## src/rtl/cneuron_pkg.sv

```systemverilog
// Shared sizing helpers and saturation arithmetic for the pipelined conv neuron.
package cneuron_pkg;

    localparam int DEFAULT_NUM_TAPS = 4;
    localparam int DEFAULT_DATA_W   = 8;
    localparam int DEFAULT_OUT_W    = 8;
    localparam int DEFAULT_SHIFT    = 0;

    // Width of the saturation datapath; holds any ACC_W this block is built for.
    localparam int SAT_CALC_W = 64;

    function automatic int acc_width(input int data_w, input int taps);
        return 2 * data_w + $clog2(taps);
    endfunction

    // Returns {sat, result}; result is clipped to the signed out_w range.
    function automatic logic [SAT_CALC_W:0] sat_signed(input logic signed [SAT_CALC_W-1:0] value,
                                                       input int out_w);
        logic signed [SAT_CALC_W-1:0] max_v;
        logic signed [SAT_CALC_W-1:0] min_v;
        max_v = (64'sd1 <<< (out_w - 1)) - 64'sd1;
        min_v = -(64'sd1 <<< (out_w - 1));
        if (value > max_v) begin
            return {1'b1, max_v};
        end else if (value < min_v) begin
            return {1'b1, min_v};
        end
        return {1'b0, value};
    endfunction

endpackage

```

## src/rtl/cneuron_adder_tree.sv

```systemverilog
// Combinational signed sum of a packed product vector, sign-extended to SUM_W.
module cneuron_adder_tree #(
    parameter int NUM_TAPS = 4,
    parameter int IN_W     = 16,
    parameter int SUM_W    = 18
) (
    input  logic [NUM_TAPS*IN_W-1:0] prod_vec,
    output logic signed [SUM_W-1:0]  sum
);

    logic signed [SUM_W-1:0] ext [NUM_TAPS];

    generate
        for (genvar gi = 0; gi < NUM_TAPS; gi++) begin : g_ext
            assign ext[gi] = {{(SUM_W-IN_W){prod_vec[gi*IN_W+IN_W-1]}},
                              prod_vec[gi*IN_W +: IN_W]};
        end
    endgenerate

    always_comb begin
        sum = '0;
        for (int i = 0; i < NUM_TAPS; i++) begin
            sum = sum + ext[i];
        end
    end

endmodule

```

## src/rtl/cneuron_pipe.sv

```systemverilog
// Three-stage streaming dot product (multiply, sum, shift/ReLU/saturate) with
// a single global stall enable driven by the output handshake.
module cneuron_pipe
    import cneuron_pkg::*;
#(
    parameter int NUM_TAPS = DEFAULT_NUM_TAPS,
    parameter int DATA_W   = DEFAULT_DATA_W,
    parameter int OUT_W    = DEFAULT_OUT_W,
    parameter int SHIFT    = DEFAULT_SHIFT
) (
    input  logic                       clk,
    input  logic                       rst,
    input  logic                       kernel_load,
    input  logic [NUM_TAPS*DATA_W-1:0] kernel_in,
    input  logic                       relu_en,
    input  logic                       in_valid,
    output logic                       in_ready,
    input  logic [NUM_TAPS*DATA_W-1:0] pixels,
    output logic                       out_valid,
    input  logic                       out_ready,
    output logic [OUT_W-1:0]           conv_result,
    output logic                       sat
);

    localparam int PROD_W = 2 * DATA_W;
    localparam int ACC_W  = acc_width(DATA_W, NUM_TAPS);

    logic                        en;
    logic [NUM_TAPS*DATA_W-1:0]  kernel_q, kernel_d;
    logic [NUM_TAPS*PROD_W-1:0]  prod;
    logic [NUM_TAPS*PROD_W-1:0]  s1_prod_q, s1_prod_d;
    logic                        s1_valid_q, s1_valid_d;
    logic                        s1_relu_q, s1_relu_d;
    logic signed [ACC_W-1:0]     tree_sum;
    logic signed [ACC_W-1:0]     s2_sum_q, s2_sum_d;
    logic                        s2_valid_q, s2_valid_d;
    logic                        s2_relu_q, s2_relu_d;
    logic signed [ACC_W-1:0]     shifted;
    logic signed [ACC_W-1:0]     relu_val;
    logic [SAT_CALC_W:0]         sat_word;
    logic                        out_valid_q, out_valid_d;
    logic [OUT_W-1:0]            conv_result_q, conv_result_d;
    logic                        sat_q, sat_d;
    logic                        unused_sat_bits;

    assign en       = !out_valid_q || out_ready;
    assign in_ready = en;

    // Products use the kernel as registered before this edge, so a beat
    // accepted alongside kernel_load still sees the old weights.
    generate
        for (genvar gi = 0; gi < NUM_TAPS; gi++) begin : g_mul
            assign prod[gi*PROD_W +: PROD_W] =
                $signed(pixels[gi*DATA_W +: DATA_W]) * $signed(kernel_q[gi*DATA_W +: DATA_W]);
        end
    endgenerate

    cneuron_adder_tree #(
        .NUM_TAPS (NUM_TAPS),
        .IN_W     (PROD_W),
        .SUM_W    (ACC_W)
    ) u_tree (
        .prod_vec (s1_prod_q),
        .sum      (tree_sum)
    );

    always_comb begin
        shifted  = s2_sum_q >>> SHIFT;
        relu_val = (s2_relu_q && shifted[ACC_W-1]) ? '0 : shifted;
        sat_word = sat_signed({{(SAT_CALC_W-ACC_W){relu_val[ACC_W-1]}}, relu_val}, OUT_W);
    end

    assign unused_sat_bits = &{1'b0, sat_word[SAT_CALC_W-1:OUT_W]};

    always_comb begin
        kernel_d      = kernel_load ? kernel_in : kernel_q;
        s1_valid_d    = s1_valid_q;
        s1_relu_d     = s1_relu_q;
        s1_prod_d     = s1_prod_q;
        s2_valid_d    = s2_valid_q;
        s2_relu_d     = s2_relu_q;
        s2_sum_d      = s2_sum_q;
        out_valid_d   = out_valid_q;
        conv_result_d = conv_result_q;
        sat_d         = sat_q;
        if (en) begin
            s1_valid_d  = in_valid;
            s2_valid_d  = s1_valid_q;
            out_valid_d = s2_valid_q;
            if (in_valid) begin
                s1_prod_d = prod;
                s1_relu_d = relu_en;
            end
            if (s1_valid_q) begin
                s2_sum_d  = tree_sum;
                s2_relu_d = s1_relu_q;
            end
            if (s2_valid_q) begin
                conv_result_d = sat_word[OUT_W-1:0];
                sat_d         = sat_word[SAT_CALC_W];
            end
        end
    end

    always_ff @(posedge clk) begin
        if (rst) begin
            kernel_q      <= '0;
            s1_valid_q    <= 1'b0;
            s1_relu_q     <= 1'b0;
            s1_prod_q     <= '0;
            s2_valid_q    <= 1'b0;
            s2_relu_q     <= 1'b0;
            s2_sum_q      <= '0;
            out_valid_q   <= 1'b0;
            conv_result_q <= '0;
            sat_q         <= 1'b0;
        end else begin
            kernel_q      <= kernel_d;
            s1_valid_q    <= s1_valid_d;
            s1_relu_q     <= s1_relu_d;
            s1_prod_q     <= s1_prod_d;
            s2_valid_q    <= s2_valid_d;
            s2_relu_q     <= s2_relu_d;
            s2_sum_q      <= s2_sum_d;
            out_valid_q   <= out_valid_d;
            conv_result_q <= conv_result_d;
            sat_q         <= sat_d;
        end
    end

    assign out_valid   = out_valid_q;
    assign conv_result = conv_result_q;
    assign sat         = sat_q;

endmodule

```

## config.mk

```make
export PLATFORM = sky130hd
export DESIGN_NAME = cneuron_pipe
export DESIGN_NICKNAME = d
export VERILOG_FILES = /design/src/rtl/cneuron_pkg.sv /design/src/rtl/cneuron_adder_tree.sv /design/src/rtl/cneuron_pipe.sv
export SDC_FILE = /design/constraint.sdc
export NUM_CORES = 1
export LEC_CHECK = 0
export BUFFER_PORTS_ARGS = -buffer_cell sky130_fd_sc_hd__buf_4
export CAP_MARGIN = 20
export CORE_ASPECT_RATIO = 0.6
export CORE_MARGIN = 2
export CORE_UTILIZATION = 54
export CTS_CLUSTER_DIAMETER = 40
export DETAILED_ROUTE_END_ITERATION = 6
export GPL_ROUTABILITY_DRIVEN = 0
export PLACE_DENSITY = 0.74
export RECOVER_POWER = 25
export SYNTH_ARGS = -nofsm -noshare
export SYNTH_HDL_FRONTEND = slang
export SYNTH_SLANG_ARGS = --single-unit
```

## constraint.sdc

```tcl
create_clock -name clk -period 4.2 [get_ports clk]
set_input_delay 0.21 -clock clk [delete_from_list [all_inputs] [get_ports clk]]
set_output_delay 0.21 -clock clk [all_outputs]
set_load 0.01 [all_outputs]
```

==> results.json <==
{
  "final_design_area_no_fill_mm2": 0.0193,
  "startpoint_type": "register",
  "finalWirelength_um": 38500,
  "syn2layout_area_growth_pct": 22.7,
  "syn-cell-area_mm2": 0.0157,
  "insertion_delay_ns": 0.45,
  "worst_path_max_delay_cell": "fa_1",
  "setup_viol_count_final": 4,
  "crit_chain": "and2_4 > fa_1 > inv_2 > fa_1 > inv_2 > fa_1 > inv_2 > fa_1 > inv_2 > ha_4 > o21ai_2 > nor2_2 > or4_4 > a311oi_4 > a21oi_2 > xnor2_1 > a21oi_1",
  "nets": 2446,
  "ir_worst_vdd_mv": 0.298,
  "relSlewSlack_pct": -79.6,
  "vias": 12600,
  "maxCapViolations": 1,
  "cts_root_buf": "clkbuf_16",
  "violations": "capacitance limit, slew limit, setup timing",
  "numCtsBuffers": 17,
  "hold_viol": 0,
  "synth-seq-cells": 128,
  "initial_core_util_pct": 54.8,
  "htree_levels": 4,
  "die_area_mm2": 0.0306,
  "synth_seq_area_share_pct": 16.3,
  "final_layout_size_suffix_gt1_share_pct": 21.0,
  "async_flop_share_pct": 0,
  "synth-edff-count": 0,
  "worstMarginPinSlew_ns": 2.69,
  "wl_per_cell_um": 16.2,
  "drtPass1Iterations": 5,
  "postRouteAntennaNets": 0,
  "status": "complete, but fails checks",
  "grt_pass1_wl_um": 62500,
  "rsz0062_at_grt": "true",
  "grt_overflow_total": 0,
  "grt_antenna_before_repair": 0,
  "die_width_um": 224,
  "synth_cells": 1760,
  "worstSetupEndpointType": "register",
  "p_leak_uw": 0.00928,
  "antenna_cells": 0,
  "fin_crit_sh_pct": 104,
  "drtIter0Drc": 793,
  "powerDensity_mw_per_mm2": 343,
  "grt_use_total_pct": 25.9,
  "mostFrequentLayoutCells": "310 x inv_1, 241 x fa_1, 211 x buf_4",
  "die_h_um": 136,
  "max_freq_mhz": 228,
  "num_rows": 48,
  "pin_count": 81,
  "cpPeakStageDelay_ns": 0.57,
  "grt_max_degree": 87,
  "required_ns": 4.54,
  "clock_skew_ns": 0.00990,
  "yosysWarnings": 0,
  "dp_cells": 2309,
  "dpl-instance-area_mm2": 0.0177,
  "final_cell_count_no_fill": 2378,
  "place_ws_ns": -0.273,
  "core_area_mm2": 0.0287,
  "path_max_fanout": 2,
  "via_per_inst": 5.30,
  "tritoncts": "done",
  "syn-num-nets": 2216,
  "syn_avg_cell_area_um2": 8.94,
  "critPathKind": "reg2reg",
  "clk_pin_slew_ns": 0.06,
  "layout.cells.most_common": "inv_1",
  "cp_data_arrival_time_ns": 4.72,
  "worst_hold_slack_ns": 0.00743,
  "place_hpwl_um": 30000,
  "ys.flop_type": "dfxtp_1",
  "io_buffers": 80,
  "cts_buffer_depth": 2,
  "slew_violations": 33,
  "hold_class": "in2reg",
  "remaining_drc_errors": 0,
  "grt_pass1_vias": 12700,
  "postLayoutCoreUtil_pct": 67.2,
  "worst_slack_ns": -0.182,
  "cts_sinks": 128,
  "synth_cell_types": 58,
  "fin_crit_ns": 4.38
}
routing by layer:
metal  global-route usage (%)  vias to the layer above  wire (um)
li1                         -                     5961          -
met4                     5.22                        0        365
met1                     38.0                     6264      18300
met2                     39.1                      338      17200
met5                        0                        -          0
met3                     6.42                       39       2580
synthesized netlist by cell type, types with 16 or more instances:
master	n	area share [%]
a21oi_1	101	3.2
and2_1	168	6.7
clkbuf_1	34	0.81
dfxtp_1	128	16
fa_1	253	32
ha_1	133	11
inv_1	332	7.9
mux2i_1	35	2.2
nand2_1	182	4.3
nand3_1	28	0.89
nor2_1	84	2.0
nor2b_1	28	1.1
nor3_1	20	0.64
o21a_1	16	0.76
o21ai_0	19	0.60
o21ai_1	25	0.80
xnor2_1	48	2.7
xor2_1	16	0.89
area by class of cell:
class	count	area [um^2]
clock buffers	18	439
repair buffers	250	1970
flip-flops and latches	128	2620
multi-input cells	1260	12400
fillers	2261	9410
well taps	375	469
inverters	333	1260
clock inverters	14	169
where the power goes:
| group | internal (uW) | total, uW | switching [uW] |
|---|---|---|---|
| Sequential | 1380 | 1550 | 171 |
| Clock | 912 | 1580 | 668 |
| Combinational | 1640 | 3500 | 1860 |
| Total | 3930 | 6630 | 2700 |
what timing repair did:
| action | 4_1_cts | 5_1_grt |
|---|---|---|
| gates resized for setup | 66 | 112 |
| pin swaps | 42 | 67 |
| hold buffers | 20 | 0 |
| setup endpoints to repair | 18 | 25 |
| hold endpoints to repair | 20 | 0 |
| setup buffers | 8 | 12 |
critical path: cells and delay by family (launching register included):
family	cells	cell delay [ns]
xor gates and xnor gates	1	0.17
AOI/OAI and AO/OA	4	0.62
adders and majority gates	5	2.33
and+or+nand+nor	3	0.63
DFF	1	0.32
buffers and inverters	4	0.19
cells by family (layout without fill, tap and decap cells):
| logic type | after synthesis | in the layout | share of synthesized area (%) |
|---|---|---|---|
| flip-flops | 128 | 128 | 16.3 |
| AND/OR/NAND/NOR | 553 | 553 | 17.6 |
| multiplexers | 38 | 38 | 2.44 |
| AO/OA/AOI/OAI | 219 | 219 | 8.43 |
| buffers and inverters | 372 | 615 | 8.88 |
| adder cells (fa/ha/maj) | 386 | 386 | 42.8 |
| XOR/XNOR | 64 | 64 | 3.56 |
metrics by stage:
stage	TNS, ns	total power, uW
2_1_floorplan	0	3750
3_3_place_gp	-0.561	4610
3_5_place_dp	-1.98	4720
4_1_cts	-0.368	6420
5_1_grt	-1.78	7140
6_report	-0.337	6630
path summary, 6_finish.rpt:
kind / from / end / slack [ns] / cells after the start
min reg2reg: s2_sum_q[1]$_SDFFE_PP0P_ / s2_sum_q[1]$_SDFFE_PP0P_ / 0.46 / 2
min: kernel_in[6] / kernel_q[6]$_SDFFE_PP0P_ / 0.007 / 3
max reg2reg: kernel_q[4]$_SDFFE_PP0P_ / s1_prod_q[15]$_SDFFE_PP0P_ / -0.18 / 17
max: kernel_q[4]$_SDFFE_PP0P_ / s1_prod_q[15]$_SDFFE_PP0P_ / -0.18 / 17
sequential cells by signal, summed over array words and instances (netlist names):
name / cells
sat: 1
s1_valid_q: 1
s2_sum_q: 18
s2_relu_q: 1
s2_valid_q: 1
s1_prod_q: 64
out_valid: 1
kernel_q: 32
conv_result: 8
s1_relu_q: 1
Power figures use the tool's default switching activity.
